$ cat config.mk
export PLATFORM = sky130hd
export DESIGN_NAME = call_ret_ctrl
export DESIGN_NICKNAME = d
export VERILOG_FILES = /design/src/rtl/call_ret_ctrl_pkg.sv /design/src/rtl/call_ret_ctrl_stack_depth_ctr.sv /design/src/rtl/call_ret_ctrl.sv
export SDC_FILE = /design/constraint.sdc
export NUM_CORES = 1
export LEC_CHECK = 0
export CAP_MARGIN = 15
export CORE_MARGIN = 4
export CORE_UTILIZATION = 46
export CTS_BUF_LIST = sky130_fd_sc_hd__clkbuf_4 sky130_fd_sc_hd__clkbuf_8 sky130_fd_sc_hd__clkbuf_16
export CTS_CLUSTER_SIZE = 14
export DETAILED_ROUTE_END_ITERATION = 6
export PLACE_DENSITY = 0.9
export RECOVER_POWER = 25
export SYNTH_ARGS = -nofsm -noshare
export SYNTH_HDL_FRONTEND = slang
export SYNTH_SLANG_ARGS = --single-unit
$ cat constraint.sdc
create_clock -name clk -period 4.38 [get_ports clk]
set_clock_uncertainty 0.15 [all_clocks]
set_input_delay 0.876 -clock clk [delete_from_list [all_inputs] [get_ports clk]]
set_output_delay 0.876 -clock clk [all_outputs]
set_load 0.02 [all_outputs]
$ cat src/rtl/call_ret_ctrl_pkg.sv
// Shared constants and state encoding for the CALL/RET sequencer.
// Imported by call_ret_ctrl and stack_depth_ctr.
package ca_pkg;

    localparam int ADDR_W  = 12;
    localparam int DEPTH   = 8;
    localparam int DEPTH_W = 4;

    typedef enum logic [1:0] {
        IDLE,
        CALL_PUSH,
        RET_POP,
        RET_LOAD
    } crc_state_t;

endpackage

$ cat src/rtl/call_ret_ctrl_stack_depth_ctr.sv
// Saturating up/down counter tracking return-stack occupancy.
// Owns the depth register and the full/empty compares.
module stack_depth_ctr
    import ca_pkg::*;
#(
    parameter int DEPTH   = ca_pkg::DEPTH,
    parameter int DEPTH_W = ca_pkg::DEPTH_W
) (
    input  logic               clk,
    input  logic               rst,
    input  logic               inc,
    input  logic               dec,
    output logic [DEPTH_W-1:0] depth,
    output logic               full,
    output logic               empty
);

    logic [DEPTH_W-1:0] r_depth;
    logic               w_full;
    logic               w_empty;

    assign w_full  = (r_depth == DEPTH_W'(DEPTH));
    assign w_empty = (r_depth == '0);

    // Count up on push, down on pop, holding at both ends.
    always_ff @(posedge clk or posedge rst) begin
        if (rst) begin
            r_depth <= '0;
        end else if (inc && !dec && !w_full) begin
            r_depth <= r_depth + 1'b1;
        end else if (dec && !inc && !w_empty) begin
            r_depth <= r_depth - 1'b1;
        end
    end

    assign depth = r_depth;
    assign full  = w_full;
    assign empty = w_empty;

endmodule

$ cat src/rtl/call_ret_ctrl.sv
// CALL/RET sequencer driving a return-address stack and the PC load.
// Build option CALL_RET_WRAP_EN: accept CALL when full (stack overwrites).
module call_ret_ctrl
    import ca_pkg::*;
#(
    parameter int ADDR_W  = ca_pkg::ADDR_W,
    parameter int DEPTH   = ca_pkg::DEPTH,
    parameter int DEPTH_W = ca_pkg::DEPTH_W
) (
    input  logic               clk,
    input  logic               rst,
    input  logic               call_req,
    input  logic               ret_req,
    input  logic [ADDR_W-1:0]  target_addr,
    input  logic [ADDR_W-1:0]  pc_cur,
    output logic               stk_push,
    output logic               stk_pop,
    output logic [ADDR_W-1:0]  stk_wdata,
    input  logic [ADDR_W-1:0]  stk_rdata,
    output logic               pc_load,
    output logic [ADDR_W-1:0]  pc_next,
    output logic               busy,
    output logic [DEPTH_W-1:0] depth,
    output logic               overflow,
    output logic               underflow
);

    crc_state_t        r_state;
    crc_state_t        w_next;
    logic [ADDR_W-1:0] r_ret_addr;
    logic [ADDR_W-1:0] r_tgt;
    logic              r_ovf;
    logic              r_unf;

    logic              w_push;
    logic              w_pop;
    logic              w_load;
    logic [ADDR_W-1:0] w_wdata;
    logic [ADDR_W-1:0] w_pnext;
    logic              w_accept_call;
    logic              w_set_ovf;
    logic              w_set_unf;
    logic              w_full;
    logic              w_empty;
    logic [DEPTH_W-1:0] w_depth;

    stack_depth_ctr #(
        .DEPTH   (DEPTH),
        .DEPTH_W (DEPTH_W)
    ) u_depth (
        .clk   (clk),
        .rst   (rst),
        .inc   (w_push),
        .dec   (w_pop),
        .depth (w_depth),
        .full  (w_full),
        .empty (w_empty)
    );

    // State register.
    always_ff @(posedge clk or posedge rst) begin
        if (rst) begin
            r_state <= IDLE;
        end else begin
            r_state <= w_next;
        end
    end

    // Next state and strobes; requests are only looked at in IDLE.
    always_comb begin
        w_next        = r_state;
        w_push        = 1'b0;
        w_pop         = 1'b0;
        w_load        = 1'b0;
        w_wdata       = '0;
        w_pnext       = '0;
        w_accept_call = 1'b0;
        w_set_ovf     = 1'b0;
        w_set_unf     = 1'b0;
        unique case (r_state)
            IDLE: begin
                if (call_req) begin
                    if (!w_full) begin
                        w_next        = CALL_PUSH;
                        w_accept_call = 1'b1;
                    end else begin
                        w_set_ovf = 1'b1;
`ifdef CALL_RET_WRAP_EN
                        w_next        = CALL_PUSH;
                        w_accept_call = 1'b1;
`endif
                    end
                end else if (ret_req) begin
                    if (!w_empty) begin
                        w_next = RET_POP;
                    end else begin
                        w_set_unf = 1'b1;
                    end
                end
            end
            CALL_PUSH: begin
                w_push  = 1'b1;
                w_wdata = r_ret_addr;
                w_load  = 1'b1;
                w_pnext = r_tgt;
                w_next  = IDLE;
            end
            RET_POP: begin
                w_pop  = 1'b1;
                w_next = RET_LOAD;
            end
            RET_LOAD: begin
                w_load  = 1'b1;
                w_pnext = stk_rdata;
                w_next  = IDLE;
            end
            default: begin
                w_next = IDLE;
            end
        endcase
    end

    // Capture return address and target when a CALL is accepted.
    always_ff @(posedge clk or posedge rst) begin
        if (rst) begin
            r_ret_addr <= '0;
            r_tgt      <= '0;
        end else if (w_accept_call) begin
            r_ret_addr <= pc_cur + ADDR_W'(1);
            r_tgt      <= target_addr;
        end
    end

    // Sticky boundary flags, cleared only by reset.
    always_ff @(posedge clk or posedge rst) begin
        if (rst) begin
            r_ovf <= 1'b0;
            r_unf <= 1'b0;
        end else begin
            if (w_set_ovf) r_ovf <= 1'b1;
            if (w_set_unf) r_unf <= 1'b1;
        end
    end

    assign stk_push  = w_push;
    assign stk_pop   = w_pop;
    assign stk_wdata = w_wdata;
    assign pc_load   = w_load;
    assign pc_next   = w_pnext;
    assign busy      = (r_state != IDLE);
    assign depth     = w_depth;
    assign overflow  = r_ovf;
    assign underflow = r_unf;

endmodule

==> impl_metrics.tcl, run 1 <==
set metrics [dict create \
    floorplan.rows 22 \
    core_mm2 0.00374 \
    avgSynthCellArea_um2 10.7 \
    detail_route.vias_per_cell 4.96 \
    grt_util_all_layers_pct 16.9 \
    cts_tree "done" \
    gp_congestion 0.789 \
    dr.pass1.iters 4 \
    instances_no_fill 292 \
    ant_nets 0 \
    grt_pass1_wl_um 6890 \
    cp-start-kind "register" \
    synthesis.nets 214 \
    port-buffer-count 73 \
    wl_per_cell_um 13.8 \
    clockRootBuffer "clkbuf_8" \
    p_int_uw 1160 \
    status "finished, violations left" \
    syn_to_final_growth_pct 45.9 \
    clock_sinks 32 \
    ys_ff_latch 32 \
    setup_viol 0 \
    fin_crit_ns 3.60 \
    cp_max_fo 17 \
    diodes 0 \
    post_cts_buffers 0 \
    cts_resized 0 \
    postCtsHoldBufs 0 \
    syn_inst 170 \
    dp_hpwl_um 3020 \
    dp.cells 284 \
    start_util_pct 48.8 \
    fin_ws_ns 0.778 \
    slew_headroom_pct -14.0 \
    synth_flop_cell "dfrtp_1" \
    leakage_uw 0.00112 \
    numCtsBuffers 5 \
    final-max-slew-violation-count 33 \
    drive_above_1_share_pct 11.1 \
    drc_errors 0 \
    fp.dieW_um 71.0 \
    synth.distinct_cells 31 \
    p_comb_share_pct 55.9 \
    tns_ns 0 \
    switching_power_uw 725 \
    clk_path_buf_depth 2 \
    clkPwrFrac_pct 12.7 \
    die_y_um 71.0 \
    grt_overflow 0 \
    async_flop_share_pct 100 \
    path_buf_inv 1 \
    rsz0062_at_grt "no" \
    grt_max_degree 36 \
    hp-class "reg -> reg" \
    ys_seq_area_share_pct 43.8 \
    synth-edff-count 0 \
    peakVddDrop_v 0.000276 \
    grt_pass1_vias 1490 \
    fmax_mhz 278 \
    ys_warn_count 0 \
    dr.first_iter.drc_count 90 \
    layout.nets 287 \
    cp_cell_sequence "nor2b_1, and2_1, clkdlybuf4s50_1" \
    cp.required_ns 3.35 \
    pre_cts_ws_ns 1.05 \
    clk_latency_ns 0.27 \
    cp-end-kind "output port" \
    p_per_area_mw_per_mm2 707 \
    worstPathArrival_ns 2.58 \
    ios 74 \
    fill_cells 303 \
    hold_violations 0 \
    num_vias 1449 \
    period_share_pct 82.2 \
    routed_wl_um 4040 \
    pwr-share-seq_pct 31.4 \
    cpMaxStageDelayCell "nor2b_1" \
    failed_checks "max-capacitance violations, max-slew violations" \
    synth.cell_area_mm2 0.00183 \
    crit_type "reg -> out" \
    die-area_mm2 0.00504 \
    p_sw_share_pct 38.5 \
    drv_cap 1 \
    antenna_found_initial 0 \
    cp_top_family "simple AND/OR/NAND/NOR gates" \
    h-tree-depth 2 \
    clk_pin_slew_ns 0.06 \
    worst_pin_slew_ns 1.71 \
    slowest_delay_ns 0.79 \
]
-- registers in the layout, indices dropped and copies added (netlist names) --
name,flops
r_ret_addr,12
r_tgt,12
u_depth.depth,4
r_state,2
overflow,1
underflow,1
-- area by class of cell --
class,instances,area (um2),share of cell area (%)
multi-input cells,126,957,35.9
inverters,4,15.0,0.563
clock buffers,8,97.6,3.66
well taps,48,60.1,2.25
flip-flops and latches,32,801,30.0
repair buffers,74,734,27.6
-- cells by family (layout without fill, tap and decap cells) --
| logic type | Yosys count | after routing | share of synthesized area, % |
|---|---|---|---|
| compound gates | 17 | 17 | 5.07 |
| fa+ha+maj | 4 | 4 | 3.15 |
| simple gates | 64 | 64 | 19.9 |
| flops | 32 | 32 | 43.8 |
| xor+xnor | 13 | 13 | 6.23 |
| mux | 28 | 28 | 18.0 |
| buf+inv | 12 | 86 | 3.77 |
-- path summary, 6_finish.rpt --
path	slack [ns]	to	cells past startpoint	from
min in group asynchronous	1.49	r_ret_addr[1]	3	rst
min reg2reg	0.33	r_ret_addr[9]	2	r_ret_addr[9]
max reg2reg	1.50	u_depth.depth[3]	7	r_state[1]
max in group asynchronous	1.60	overflow	3	rst
max	0.78	stk_wdata[5]	3	r_state[1]
min	0.33	r_ret_addr[9]	2	r_ret_addr[9]
-- cell usage in the layout (no fill, tap or decap), drive strengths merged --
cell type / instances
or4b: 1
nand4: 1
xnor2: 6
and3: 1
mux2: 15
a21o: 1
and2: 12
ha: 3
nand2: 18
o21bai: 2
a21oi: 3
nor4: 1
or4: 1
fa: 1
mux2i: 13
xor2: 7
dlygate4sd3: 1
nor2: 4
nor2b: 15
nor3: 3
o21ai: 11
dfrtp: 32
inv: 4
clkbuf: 9
clkdlybuf4s50: 72
nand3: 7
-- stage by stage --
step	utilization (%)	instance area, um2	hold WS [ns]	power (uW)
detailed placement	68.7	2570	0.312	1650
global route	71.2	2670	0.360	2020
finish	71.2	2670	0.328	1880
CTS	71.3	2670	0.330	1900
floorplan	-	1830	0.292	1270
global placement	68.7	2570	0.307	1620
-- routing by layer --
layer / global-route usage, % / up-vias / part of all wire [%]
li1: - / 718 / -
met1: 21.3 / 680 / 45
met2: 27.9 / 47 / 48
met3: 4.12 / 4 / 5.6
met4: 6.68 / 0 / 1.7
met5: 0 / - / 0
-- synthesized netlist by cell type (2+ instances only) --
| library cell | number | area (um2) |
|---|---|---|
| nand3_1 | 6 | 30.0 |
| inv_1 | 4 | 15.0 |
| and2_1 | 12 | 75.1 |
| a21oi_1 | 3 | 15.0 |
| o21ai_0 | 11 | 55.1 |
| buf_2 | 3 | 15.0 |
| clkbuf_1 | 3 | 11.3 |
| nor2b_1 | 15 | 93.8 |
| nor2_1 | 4 | 15.0 |
| dfrtp_1 | 32 | 801 |
| mux2_4 | 8 | 120 |
| nor3_1 | 3 | 15.0 |
| nand2_1 | 16 | 60.1 |
| ha_1 | 3 | 37.5 |
| mux2_2 | 7 | 78.8 |
| xnor2_1 | 6 | 52.6 |
| xor2_1 | 7 | 61.3 |
| o21bai_1 | 2 | 15.0 |
| mux2i_1 | 13 | 130 |
-- worst register-to-register path: stages (launching register included) --
cell and delay [ns]:
dfrtp_1 0.66, nor2b_1 0.79, nand2_4 0.14, ha_1 0.31, a21o_1 0.17, a21oi_1 0.18
mux2i_1 0.24, xor2_1 0.15
-- power groups by stage --
stage / clock network, uW / registers (uW) / logic [uW]
3_3_place_gp: 0 / 592 / 1030
3_5_place_dp: 0 / 594 / 1060
5_1_grt: 260 / 618 / 1140
2_1_floorplan: 0 / 560 / 707
6_report: 240 / 591 / 1050
4_1_cts: 246 / 591 / 1070
Note: power is estimated with default switching activity, not from simulation.
==> run 2, diff against run 1 <==
--- a/config.mk
+++ b/config.mk
@@ -7,11 +7,11 @@
 export LEC_CHECK = 0
 export CAP_MARGIN = 15
 export CORE_MARGIN = 4
-export CORE_UTILIZATION = 46
+export CORE_UTILIZATION = 43
 export CTS_BUF_LIST = sky130_fd_sc_hd__clkbuf_4 sky130_fd_sc_hd__clkbuf_8 sky130_fd_sc_hd__clkbuf_16
 export CTS_CLUSTER_SIZE = 14
 export DETAILED_ROUTE_END_ITERATION = 6
-export PLACE_DENSITY = 0.9
+export PLACE_DENSITY = 0.85
 export RECOVER_POWER = 25
 export SYNTH_ARGS = -nofsm -noshare
 export SYNTH_HDL_FRONTEND = slang
==> constraint.sdc (replaced) <==
create_clock -name clk -period 3.7 [get_ports clk]
set_clock_uncertainty 0.15 [all_clocks]
set_input_delay 0.74 -clock clk [delete_from_list [all_inputs] [get_ports clk]]
set_output_delay 0.74 -clock clk [all_outputs]
set_load 0.02 [all_outputs]
==> run 2 against run 1 <==
Net effect:
- via count is 0.14% lower
- the flow now finishes without violations
- core utilization shrank 5.4 points
- power grew 19%
- combinational power grew 22%
==> impl_metrics.tcl, run 2 (same netlist as run 1, synthesis figures left out) <==
set metrics [dict create \
    leakage_uw 0.00113 \
    hp-class "reg -> reg" \
    grt_max_degree 36 \
    cts_tree "done" \
    cp_top_family "buffers and inverters" \
    grt_util_all_layers_pct 15.7 \
    grt_pass1_wl_um 6510 \
    diodes 0 \
    rsz0062_at_grt "no" \
    ant_nets 0 \
    cp-end-kind "output port" \
    floorplan.rows 23 \
    cp.required_ns 2.81 \
    fp.dieW_um 73.2 \
    detail_route.vias_per_cell 4.89 \
    cts_resized 0 \
    dp_hpwl_um 3100 \
    crit_type "reg -> out" \
    routed_wl_um 4120 \
    status "completed" \
    cp-start-kind "register" \
    final-max-slew-violation-count 0 \
    layout.nets 289 \
    drc_errors 0 \
    slew_headroom_pct 42.5 \
    fin_crit_ns 2.97 \
    setup_viol 0 \
    dr.first_iter.drc_count 101 \
    worstPathArrival_ns 2.08 \
    clock_sinks 32 \
    hold_violations 0 \
    core_mm2 0.00406 \
    numCtsBuffers 5 \
    p_per_area_mw_per_mm2 838 \
    final_common_cell "clkdlybuf4s50_1" \
    final_cell_mix "clkdlybuf4s50_1 (71), dfrtp_1 (32), nand2_1 (17)" \
    dr.pass1.iters 4 \
    postCtsHoldBufs 0 \
    worst_pin_slew_ns 0.862 \
    gp_congestion 0.733 \
    drv_cap 0 \
    cp_max_fo 18 \
    cp_cell_sequence "nor2b_1, buf_4, and2_1, clkdlybuf4s50_1" \
    path_buf_inv 2 \
    fmax_mhz 336 \
    period_share_pct 80.3 \
    tns_ns 0 \
    num_vias 1447 \
    port-buffer-count 73 \
    final_util_pct 65.8 \
    die-area_mm2 0.00536 \
    h-tree-depth 2 \
    clk_pin_slew_ns 0.06 \
    slowest_delay_ns 0.67 \
    wl_per_cell_um 13.9 \
    cpMaxStageDelayCell "dfrtp_1" \
    syn_to_final_growth_pct 46.2 \
    clk_path_buf_depth 2 \
    grt_pass1_vias 1370 \
    grt_overflow 0 \
    ios 74 \
    start_util_pct 45.0 \
    die_y_um 73.2 \
    drive_above_1_share_pct 11.0 \
    antenna_found_initial 0 \
    clockRootBuffer "clkbuf_8" \
    peakVddDrop_v 0.000355 \
    clk_latency_ns 0.27 \
    post_cts_buffers 0 \
]
run 2: cell types whose count changed in the layout (fill, tap and decap cells not counted), sizes merged:
cell / change
clkdlybuf4s50: -1
buf: +2
dlygate4sd3: +1
run 2: final timing paths:
check	startpoint	to	cells after the start	slack, ns
worst max-delay path	r_state[0]	stk_wdata[5]	4	0.73
worst min-delay path	r_ret_addr[8]	r_ret_addr[8]	2	0.32
worst max register to register	u_depth.depth[0]	u_depth.depth[3]	7	1.12
worst min register to register	r_ret_addr[8]	r_ret_addr[8]	2	0.32
max in group asynchronous	rst	r_tgt[7]	3	1.38
min in group asynchronous	rst	u_depth.depth[2]	2	0.83
run 2: cell type report:
| type | instances | area (um2) |
|---|---|---|
| Sequential cell | 32 | 801 |
| Inverter | 4 | 15.0 |
| Fill cell | 327 | 1390 |
| Tap cell | 50 | 62.6 |
| Multi-Input combinational cell | 126 | 946 |
| Timing Repair Buffer | 76 | 749 |
| Clock buffer | 8 | 97.6 |
run 2: metal layers:
metal / GRT usage, % / share of wire (%)
met5: 0 / 0
met4: 5.33 / 1.3
met3: 3.86 / 7.1
met2: 26.4 / 51
met1: 19.7 / 41
run 2: where the power goes:
group | internal, uW | switching [uW]
registers | 531 | 139
clock network | 166 | 120
logic | 680 | 602
run 2: worst min-delay path, stage by stage (launching register included):
cell     delay, ns
dfrtp_1       0.33
nand2_1       0.05
o21ai_0       0.06
run 2: through the flow:
| step | worst slack, ns | instance area (um2) | instances | power (uW) | hold slack [ns] |
|---|---|---|---|---|---|
| finish | 0.728 | 2670 | 296 | 2240 | 0.321 |
| detailed placement | 0.793 | 2590 | 288 | 1980 | 0.313 |
| global route | 0.549 | 2670 | 296 | 2400 | 0.356 |
| floorplan | 1.34 | 1830 | 170 | 1500 | 0.292 |
| global placement | 0.832 | 2590 | 288 | 1940 | 0.302 |
| CTS | 0.700 | 2690 | 296 | 2280 | 0.327 |
==> run 3, diff against run 2 <==
--- a/config.mk
+++ b/config.mk
@@ -7,11 +7,11 @@
 export LEC_CHECK = 0
 export CAP_MARGIN = 15
 export CORE_MARGIN = 4
-export CORE_UTILIZATION = 43
+export CORE_UTILIZATION = 39
 export CTS_BUF_LIST = sky130_fd_sc_hd__clkbuf_4 sky130_fd_sc_hd__clkbuf_8 sky130_fd_sc_hd__clkbuf_16
 export CTS_CLUSTER_SIZE = 14
 export DETAILED_ROUTE_END_ITERATION = 6
-export PLACE_DENSITY = 0.85
+export PLACE_DENSITY = 0.81
 export RECOVER_POWER = 25
 export SYNTH_ARGS = -nofsm -noshare
 export SYNTH_HDL_FRONTEND = slang
==> constraint.sdc (replaced) <==
create_clock -name clk -period 2.6 [get_ports clk]
set_clock_uncertainty 0.15 [all_clocks]
set_input_delay 0.52 -clock clk [delete_from_list [all_inputs] [get_ports clk]]
set_output_delay 0.52 -clock clk [all_outputs]
set_load 0.02 [all_outputs]
==> run 3 against run 2 <==
Net effect:
- setup slack got worse by 0.61 ns
- critical path depth is the same
- core utilization fell by 4.9 points
==> impl_metrics.tcl, run 3 (same netlist as run 1, synthesis figures left out) <==
set metrics [dict create \
    fp.dieW_um 76.4 \
    fill_cells 400 \
    grt_pass1_wl_um 7030 \
    worst_pin_slew_ns 0.794 \
    rsz0062_at_grt "no" \
    drive_above_1_share_pct 12.9 \
    die-area_mm2 0.00584 \
    cp.required_ns 1.93 \
    grt_max_degree 36 \
    detail_route.vias_per_cell 4.83 \
    clock_sinks 32 \
    r2r_end "u_depth.depth[3]" \
    worstPathArrival_ns 1.81 \
    cts_resized 0 \
    port-buffer-count 73 \
    start_util_pct 41.1 \
    drc_errors 0 \
    floorplan.rows 24 \
    crit_type "reg -> out" \
    syn_to_final_growth_pct 48.2 \
    postCtsHoldBufs 0 \
    cp-end-kind "output port" \
    num_vias 1448 \
    ios 74 \
    post_cts_buffers 0 \
    cp_max_fo 16 \
    clk_path_buf_depth 2 \
    layout.nets 292 \
    cp-start-kind "register" \
    final_cell_mix "clkdlybuf4s50_1 (72), dfrtp_1 (32), nand2_1 (16)" \
    peakVddDrop_v 0.000415 \
    wl_per_cell_um 13.8 \
    hold_path_depth 2 \
    die_y_um 76.4 \
    slew_headroom_pct 47.1 \
    drv_cap 0 \
    grt_pass1_vias 1484 \
    hold_violations 0 \
    ant_nets 0 \
    cts_tree "done" \
    dp_hpwl_um 3200 \
    antenna_found_initial 0 \
    hold_end "r_ret_addr[8]" \
    pre_cts_ws_ns 0.134 \
    dr.first_iter.drc_count 78 \
    placed_cell_area_mm2 0.00261 \
    clockRootBuffer "clkbuf_8" \
    rr_startpoint "u_depth.depth[2]" \
    grt_util_all_layers_pct 14.9 \
    hp-class "reg -> reg" \
    final-max-slew-violation-count 0 \
    min_from "r_ret_addr[8]" \
    fmax_mhz 404 \
    routed_wl_um 4140 \
    setup_viol 0 \
    instances_no_fill 300 \
    diodes 0 \
    r2r_cells 7 \
    period_share_pct 95.3 \
    fin_crit_ns 2.48 \
    final_util_pct 60.9 \
    p_per_area_mw_per_mm2 1190 \
    clk_latency_ns 0.27 \
    gp_congestion 0.753 \
    leakage_uw 0.00115 \
    dp.cells 293 \
    status "completed" \
    grt_overflow 0 \
    tns_ns 0 \
    numCtsBuffers 5 \
    core_mm2 0.00444 \
    r2r_slack_ns 0.28 \
    clk_pin_slew_ns 0.06 \
    fin_ws_ns 0.123 \
    final_common_cell "clkdlybuf4s50_1" \
    finalInstanceArea_mm2 0.00271 \
    h-tree-depth 2 \
    dr.pass1.iters 4 \
]
[run 3: through the flow]
stage	hold slack [ns]	total power (uW)
after floorplan	0.292	2130
after global placement	0.302	2800
after detailed placement	0.312	2860
after CTS	0.326	3280
after global routing	0.361	3460
final	0.320	3220
[run 3: layout make-up]
| type | instances | area, um2 | area share, % |
|---|---|---|---|
| well taps | 52 | 65.1 | 2.40 |
| multi-input cells | 126 | 957 | 35.4 |
| flip-flops and latches | 32 | 801 | 29.6 |
| inverters | 4 | 15.0 | 0.555 |
| repair buffers | 79 | 773 | 28.6 |
| clock buffers | 7 | 96.3 | 3.56 |
[run 3: power breakdown]
group | leakage (uW) | internal [uW] | switching (uW)
Clock | 0.0000503 | 235 | 171
Combinational | 0.000712 | 1010 | 921
Sequential | 0.000384 | 756 | 133
Total | 0.00115 | 2000 | 1220
[run 3: worst max path at each step]
stage | slack (ns) | cells after the start | from | end
after floorplan | 0.24 | 7 | u_depth.depth[0] | u_depth.depth[3]
after CTS | 0.1 | 4 | r_state[1] | busy
after global routing | 0.04 | 4 | r_state[1] | busy
after detailed placement | 0.13 | 4 | stk_rdata[9] | pc_next[9]
final | 0.12 | 4 | r_state[1] | busy
after global placement | 0.16 | 4 | stk_rdata[8] | pc_next[8]
[run 3: layer usage]
metal  wire length, um  track usage, %  up-vias
met5                 0               0        -
met4                59            6.34        0
met3               206            2.96        4
met2              2080            25.8       48
met1              1790            17.9      671
li1                  -               -      725
[run 3: critical path, stage by stage, from the launching register on]
cell,delay (ns)
dfrtp_1,0.38
buf_4,0.22
nor2_1,0.33
inv_1,0.07
clkdlybuf4s50_1,0.54
